$ cat src/rtl/divmul_pkg.sv
// Shared definitions for the sequential divide / multiply-accumulate units:
// FSM state encoding, default operand width and counter sizing.
package divmul_pkg;

  localparam int DEFAULT_WIDTH = 32;

  typedef enum logic [1:0] {
    IDLE = 2'd0,
    CALC = 2'd1,
    ADDC = 2'd2,
    DONE = 2'd3
  } state_t;

  // Counter must hold the value WIDTH itself, hence the extra bit.
  function automatic int cnt_width(input int width);
    return $clog2(width) + 1;
  endfunction

endpackage

$ cat src/rtl/multiplicador_if.sv
// Operand/handshake bundle for the multiply-accumulate unit; the master
// drives operands and init, the slave returns ready/busy/result/ovf.
interface multiplicador_if #(
  parameter int WIDTH = divmul_pkg::DEFAULT_WIDTH
);
  logic [WIDTH-1:0]   MD_in;
  logic [WIDTH-1:0]   MR_in;
  logic [WIDTH-1:0]   AD_in;
  logic               init;
  logic               ready;
  logic               busy;
  logic [2*WIDTH-1:0] result;
  logic               ovf;

  modport master (
    output MD_in, MR_in, AD_in, init,
    input  ready, busy, result, ovf
  );

  modport slave (
    input  MD_in, MR_in, AD_in, init,
    output ready, busy, result, ovf
  );
endinterface

$ cat src/rtl/multiplicador_mul_step.sv
// One radix-2 shift-and-add step: conditionally add MD into the upper half of
// the accumulator, then shift {carry, acc} and the multiplier right by one.
module mul_step #(
  parameter int WIDTH = 32
) (
  input  logic [WIDTH-1:0]   i_acc_hi,
  input  logic [WIDTH-2:0]   i_acc_lo,  // acc[WIDTH-1:1]; bit 0 falls off the shift
  input  logic [WIDTH-1:0]   i_mr,
  input  logic [WIDTH-1:0]   i_md,
  output logic [2*WIDTH-1:0] o_acc,
  output logic [WIDTH-1:0]   o_mr
);
  logic [WIDTH:0] w_sum;

  assign w_sum = {1'b0, i_acc_hi} + {1'b0, (i_mr[0] ? i_md : '0)};
  assign o_acc = {w_sum, i_acc_lo};
  assign o_mr  = {1'b0, i_mr[WIDTH-1:1]};
endmodule

$ cat src/rtl/multiplicador.sv
// Sequential multiply-accumulate: result = MD*MR + AD over WIDTH+2 cycles,
// using the same init/ready handshake as the divider.
module multiplicador
  import divmul_pkg::*;
#(
  parameter int WIDTH = DEFAULT_WIDTH
) (
  input logic           clk,
  input logic           reset,
  multiplicador_if.slave bus
);
  localparam int CNT_W = cnt_width(WIDTH);

  state_t             r_state;
  logic [WIDTH-1:0]   r_md;
  logic [WIDTH-1:0]   r_mr;
  logic [WIDTH-1:0]   r_ad;
  logic [2*WIDTH-1:0] r_acc;
  logic [CNT_W-1:0]   r_count;
  logic               r_ready;
  logic               r_busy;
  logic [2*WIDTH-1:0] r_result;
  logic               r_ovf;

  logic [2*WIDTH-1:0] w_acc_nxt;
  logic [WIDTH-1:0]   w_mr_nxt;

  mul_step #(.WIDTH(WIDTH)) u_step (
    .i_acc_hi (r_acc[2*WIDTH-1:WIDTH]),
    .i_acc_lo (r_acc[WIDTH-1:1]),
    .i_mr     (r_mr),
    .i_md     (r_md),
    .o_acc    (w_acc_nxt),
    .o_mr     (w_mr_nxt)
  );

  // NOTE: every register here is state, so only non-blocking assignments are
  // used; all of them, operand copies included, are cleared by the async reset.
  always_ff @(posedge clk or negedge reset) begin
    if (!reset) begin
      r_state  <= IDLE;
      r_md     <= '0;
      r_mr     <= '0;
      r_ad     <= '0;
      r_acc    <= '0;
      r_count  <= '0;
      r_ready  <= 1'b0;
      r_busy   <= 1'b0;
      r_result <= '0;
      r_ovf    <= 1'b0;
    end else begin
      case (r_state)
        IDLE: begin
          if (bus.init) begin
            r_md    <= bus.MD_in;
            r_mr    <= bus.MR_in;
            r_ad    <= bus.AD_in;
            r_acc   <= '0;
            r_count <= CNT_W'(WIDTH);
            r_busy  <= 1'b1;
            r_ready <= 1'b0;
            r_state <= CALC;
          end
        end
        CALC: begin
          r_acc   <= w_acc_nxt;
          r_mr    <= w_mr_nxt;
          r_count <= r_count - CNT_W'(1);
          if (r_count == CNT_W'(1)) r_state <= ADDC;
        end
        ADDC: begin
          // Cannot overflow: (2^W-1)^2 + (2^W-1) < 2^(2W).
          r_acc   <= r_acc + {{WIDTH{1'b0}}, r_ad};
          r_state <= DONE;
        end
        DONE: begin
          r_result <= r_acc;
          r_ovf    <= |r_acc[2*WIDTH-1:WIDTH];
          r_ready  <= 1'b1;
          r_busy   <= 1'b0;
          r_state  <= IDLE;
        end
        default: r_state <= IDLE;
      endcase
    end
  end

  assign bus.ready  = r_ready;
  assign bus.busy   = r_busy;
  assign bus.result = r_result;
  assign bus.ovf    = r_ovf;
endmodule

$ cat src/flat_wrapper.sv
// flat-port wrapper written by rule: the top's interface ports become plain ports
module multiplicador_flat import divmul_pkg::*;
#(
  parameter int WIDTH = DEFAULT_WIDTH
)
  (clk, reset, bus_MD_in, bus_MR_in, bus_AD_in, bus_init, bus_ready, bus_busy, bus_result, bus_ovf);
  multiplicador_if #(.WIDTH(WIDTH)) bus_i ();
  input logic clk;
  input logic reset;
  input wire logic [$bits(bus_i.MD_in)-1:0] bus_MD_in;
  input wire logic [$bits(bus_i.MR_in)-1:0] bus_MR_in;
  input wire logic [$bits(bus_i.AD_in)-1:0] bus_AD_in;
  input wire logic [$bits(bus_i.init)-1:0] bus_init;
  output wire logic [$bits(bus_i.ready)-1:0] bus_ready;
  output wire logic [$bits(bus_i.busy)-1:0] bus_busy;
  output wire logic [$bits(bus_i.result)-1:0] bus_result;
  output wire logic [$bits(bus_i.ovf)-1:0] bus_ovf;
  assign bus_i.MD_in = bus_MD_in;
  assign bus_i.MR_in = bus_MR_in;
  assign bus_i.AD_in = bus_AD_in;
  assign bus_i.init = bus_init;
  assign bus_ready = bus_i.ready;
  assign bus_busy = bus_i.busy;
  assign bus_result = bus_i.result;
  assign bus_ovf = bus_i.ovf;
  multiplicador #(.WIDTH(WIDTH)) u_core (.clk(clk), .reset(reset), .bus(bus_i));
endmodule
$ cat config.mk
export PLATFORM = sky130hd
export DESIGN_NAME = multiplicador_flat
export DESIGN_NICKNAME = d
export VERILOG_FILES = /design/src/rtl/divmul_pkg.sv /design/src/rtl/multiplicador_if.sv /design/src/rtl/multiplicador_mul_step.sv /design/src/rtl/multiplicador.sv /design/src/flat_wrapper.sv
export SDC_FILE = /design/constraint.sdc
export NUM_CORES = 1
export LEC_CHECK = 0
export ABC_AREA = 0
export BUFFER_PORTS_ARGS = -buffer_cell sky130_fd_sc_hd__buf_4
export CAP_MARGIN = 15
export CORE_UTILIZATION = 43
export CTS_CLUSTER_SIZE = 30
export DETAILED_ROUTE_END_ITERATION = 8
export SLEW_MARGIN = 15
export SYNTH_ARGS = -nofsm -noshare
export SYNTH_HDL_FRONTEND = slang
export SYNTH_SLANG_ARGS = --single-unit
$ cat constraint.sdc
create_clock -name clk -period 3.9 [get_ports clk]
set_clock_uncertainty 0.2 [all_clocks]
set_input_delay 0.195 -clock clk [delete_from_list [all_inputs] [get_ports clk]]
set_output_delay 0.195 -clock clk [all_outputs]
set_load 0.02 [all_outputs]
After elaboration in Yosys (flattened, before gate mapping):

Index checks and enable logic that the tools add are counted.

* bits in registers: 235
* bits of input ports: 99
* output and inout bits: 67
* logic and storage cells: 43

* $add $sub $neg: 3
* equality and inequality tests: 6
* multiplexer cells: 14
* reductions and logical operators: 10

Operators by type and width (number)
* 64-bit case mux with 3 select lines: 1
* 64-bit by 32-bit adder with 64-bit output: 1
* 32-bit two-way mux: 2
* 64-bit two-way mux: 1
* 32-bit case mux with 2 select lines: 1
* 32-bit by 32-bit adder with 33-bit output: 1
* 32-bit OR reduction: 1
* 6-bit case mux with 2 select lines: 1
* 2-bit AND reduction: 5
* 2-bit case mux with 4 select lines: 1
* 6-bit by 1-bit equality test with 1-bit output, second input constant: 1
* 6-bit two-way mux: 1
* 6-bit by 1-bit subtractor with 6-bit output, second input constant: 1
* 2-bit equality test, second input constant: 2
* 2-bit two-way mux: 2
* 1-bit case mux with 2 select lines: 2
* 2-bit nonzero test: 2
* 3-bit nonzero test: 1
* 2-bit by 1-bit equality test with 1-bit output, second input constant: 1
* 2-bit logical NOT: 1
* 1-bit two-way mux: 2
* 2-bit by 1-bit != test with 1-bit output, second input constant: 1
* 2-bit != test, second input constant: 1

Longest topological paths before layout:

* depth in word-level cells: 3
* gate-level depth with buffers: 14
* gate-level depth less buffers: 13

By module:

Synthesis repeated with hierarchy kept, for this count alone.

* cells, all modules: 1508
* area total of the unflattened synthesis: 14716.6 sq um

Modules (own cells, without submodules)
* multiplicador: instances 1, cells an instance 1122, area an instance 12044.1 sq um, seq. area each 5880.6 sq um
* mul_step: instances 1, cells an instance 386, area an instance 2672.6 sq um, seq. area each 0.0 sq um

Least setup slack after synthesis:

OpenSTA, ideal clock, no wires.

* path type: flip-flop to flip-flop
* from: reg u_core.r_mr[0]
* to: reg u_core.r_acc[57]
* library setup time: 0.142 ns
* data arrival time: 2.916 ns
* data required time: 3.558 ns
* slack: 0.642 ns
* stages on the path, launching flop included: 15
* path buffers: 1
* clock period less this slack: 3.258 ns
* cells stage by stage: dfrtp_1 > clkbuf_1 > and2_1 > ha_1 > inv_1 > fa_1 > nand2b_1 > a21oi_1 > o41ai_4 > o211ai_1 > a31oi_1 > o21ai_0 > a31oi_1 > xnor2_1 > o2111ai_1

* word-level cells in the longest chain between the ends: 3

Ends and longest elaborated chain
* from (decl): RTL line multiplicador.sv:16 `logic [WIDTH-1:0] r_mr;`
* from (signal assigned): RTL line multiplicador.sv:56 `r_mr <= bus.MR_in;`
* from (signal assigned): RTL line multiplicador.sv:67 `r_mr <= w_mr_nxt;`
* 32-bit two-way mux: RTL line multiplicador_mul_step.sv:15 `assign w_sum = {1'b0, i_acc_hi} + {1'b0, (i_mr[0] ? i_md : '0)};`
* 32-bit by 32-bit adder with 33-bit output: RTL line multiplicador_mul_step.sv:15
* 64-bit case mux with 3 select lines: RTL line multiplicador.sv:52 `case (r_state)`
* to (signal assigned): RTL line multiplicador.sv:66 `r_acc <= w_acc_nxt;`
* to (signal assigned): RTL line multiplicador.sv:73 `r_acc <= r_acc + {{WIDTH{1'b0}}, r_ad};`
* to (decl): RTL line multiplicador.sv:18 `logic [2*WIDTH-1:0] r_acc;`

Every way passes these cells.
A chain may end at the register's enable or synchronous reset.

Worst setup path after layout:

Ends and elaborated chain as after synthesis.

==> impl_metrics.ini <==
[finish]
multi_input_area_um2 = 7660
regArea_um2 = 5880
syn2layout_area_growth_pct = 25.8
final_area_um2 = 17500
final_common_cell = dfrtp_1
nNetsFinal = 1832
antenna_cells = 0
fin_cells = 2083
final_cell_mix = dfrtp_1, buf_4, nand2_1
fillers = 2886
final_layout_size_suffix_gt1_frac = 0.237
final_util = 0.553

[critical_path]
crit_path_end_kind = flip-flop
arrival_ns = 3.72
rrSetupSlack_ns = 0.39
worst_path_most_repeated_cell = a31oi_1
slowest_delay_ns = 0.50
r2r_cells = 15
required_ns = 4.11
r2r-start = u_core.r_mr[0]
path_max_fanout = 30
path_class = flip-flop to flip-flop
rr_endpoint = u_core.r_acc[57]
startpoint_type = flip-flop
critPathTopFamily = compound AO/OA/AOI/OAI gates
crit_chain = buf_12 -> and2_1 -> ha_1 -> inv_1 -> fa_1 -> nand2b_1 -> a21oi_1 -> o41ai_4 -> o211ai_1 -> a31oi_1 -> o21ai_0 -> buf_4 -> a31oi_1 -> xnor2_1 -> o2111ai_1
slowest_stage = o41ai_4
critPathBufInv = 3

[sta]
min_period_over_period = 0.899
hold_viol_final = 0
setup_tns_ns = 0
period_minus_slack_ns = 3.51
drv_slew = 0
max_freq_ghz = 0.285
slew_headroom = 0.391
setup_violations = 0
rsz0062_at_grt = false
worstMarginPinSlew_ns = 0.914

[floorplan]
core_area_um2 = 31700
row_count = 65
dieHeight_um = 182
die_w_um = 182
start_util = 0.440
ios = 166
dieArea_um2 = 33200

[synth]
yosysSeqAreaShare = 0.422
synth_area_per_cell_um2 = 9.83
synthArstFlopShare = 1.00
yosysTopAreaCellShare = 0.422
synthDistinctLibCells = 72
synth-edff-count = 0
netlist_instances = 1419
ys_top_cells_by_area = dfrtp_1, mux2_2, ha_1
syn-cell-area_um2 = 13900
post-synth-top-area-cell = dfrtp_1
syn-num-nets = 1590
yosysWarnings = 0
synth-seq-cells = 235
ys.flop_type = dfrtp_1

[clock_tree]
clockRootBuffer = clkbuf_16
cts_resized = 0
cts_tree = yes
cts.sinks = 235
cts_setup_buffers = 0
clock_latency_ns = 0.55
clk_pin_slew_ns = 0.06
ctsLongestPathBuffers = 3
htreeDepth = 1
cts_buffers = 27

[pwr]
irDropWorstVdd_mv = 0.437
power_w = 0.0142
cellPowerDensity_nw_per_um2 = 811
p_leak_nw = 8.07

[placement]
placedCellCount = 1936
hpwlAfterDp_mm = 27.3
gp_congestion = 0.959
portBuffers = 165
dpl-instance-area_um2 = 15700

[routing]
dr.first_iter.drc_count = 783
post_drt_via_cell_ratio = 5.70
routedWlPerCell_um = 18.3
first_pass_iters = 5
ant_nets = 0
drt_wl_total_mm = 38.2
drc = 0
dr_total_vias = 11900

[run_status]
status = finished clean

[grt]
antenna_found_initial = 0
grt-ovfl-total = 0
grt_max_degree = 110
grt_pass1_wl_mm = 62.9
grt_pass1_vias = 12000
grt_usage = 0.233

[min_path]
holdCritPathClass = primary input to asynchronous set/reset pin

[flow_run]
drv_cap = 0
worst max path at each step:
stage | to | slack, ns | startpoint | cells after the start
after global placement | u_core.r_acc[57] | 0.49 | u_core.r_mr[0] | 15
after CTS | u_core.r_acc[56] | 0.39 | u_core.r_mr[0] | 13
final | u_core.r_acc[57] | 0.39 | u_core.r_mr[0] | 15
after detailed placement | u_core.r_acc[57] | 0.43 | u_core.r_mr[0] | 15
after floorplan | u_core.r_acc[57] | 0.64 | u_core.r_mr[0] | 14
after global routing | u_core.r_acc[56] | 0.12 | u_core.r_mr[0] | 13
cell type report:
cell class / count / share of cell area
tap: 402 / 0.0287
clock inverter: 14 / 0.00792
sequential: 235 / 0.335
clock buffer: 35 / 0.0425
inverter: 24 / 0.00514
multi-input combinational: 1076 / 0.437
timing repair buffer: 297 / 0.144
power by group:
| group | switching (W) | internal (W) |
|---|---|---|
| Sequential | 0.000921 | 0.00351 |
| Clock | 0.00104 | 0.00148 |
| Combinational | 0.00417 | 0.00310 |
| Total | 0.00613 | 0.00809 |
worst register-to-register path, stage by stage (launching register included):
cell,delay (ns)
dfrtp_1,0.42
buf_12,0.17
and2_1,0.16
ha_1,0.20
inv_1,0.07
fa_1,0.18
nand2b_1,0.16
a21oi_1,0.14
o41ai_4,0.50
o211ai_1,0.15
a31oi_1,0.27
o21ai_0,0.14
buf_4,0.16
a31oi_1,0.19
xnor2_1,0.14
o2111ai_1,0.11
layer usage:
| metal | GRT usage | up-vias | part of all wire |
|---|---|---|---|
| li1 | - | 5685 | - |
| met1 | 0.320 | 5775 | 0.45 |
| met2 | 0.387 | 349 | 0.47 |
| met3 | 0.0299 | 67 | 0.050 |
| met4 | 0.0645 | 0 | 0.027 |
| met5 | 0 | - | 0 |
state kept, by name, summed over array words and instances, names as in the netlist:
register,count
u_core.bus.busy,1
u_core.bus.ovf,1
u_core.bus.ready,1
u_core.r_count,6
u_core.r_md,32
u_core.r_acc,64
u_core.r_ad,32
u_core.bus.result,64
u_core.r_state,2
u_core.r_mr,32
cell families after synthesis:
| group | share of synthesized area |
|---|---|
| AO/OA/AOI/OAI | 0.179 |
| AND/OR/NAND/NOR | 0.141 |
| multiplexers | 0.126 |
| adder cells (fa/ha/maj) | 0.0657 |
| XOR/XNOR | 0.0358 |
| buffers and inverters | 0.0307 |
| flip-flops | 0.422 |
cell usage after synthesis (7+ instances only):
library cell,count
buf_2,11
nand3_1,29
nor2_1,60
a31oi_1,16
a22oi_1,30
and3_1,11
a21oi_1,78
nor2b_1,7
mux2_2,128
or4_1,11
a221o_1,7
mux2i_1,32
a21o_1,29
inv_1,24
o21a_1,9
nand2b_1,14
dfrtp_1,235
o211ai_1,17
o21ai_1,10
nand2_1,141
ha_1,70
nor4_1,20
clkbuf_1,65
o21ai_0,131
xor2_1,22
or3_1,8
nand4_1,30
and2_1,35
xnor2_1,35
nor3_1,15
per-stage QoR:
stage / hold slack (ns) / setup slack [ns]
floorplan: -0.301 / 0.642
global placement: 0.138 / 0.493
detailed placement: 0.131 / 0.430
CTS: 0.153 / 0.390
global route: 0.193 / 0.117
finish: 0.109 / 0.394
repair_timing:
item | 4_1_cts | 5_1_grt
endpoints found under the hold margin | 206 | 0
setup endpoints to repair | 0 | 0
hold buffers | 98 | 0
(Power assumes the default switching activity.)
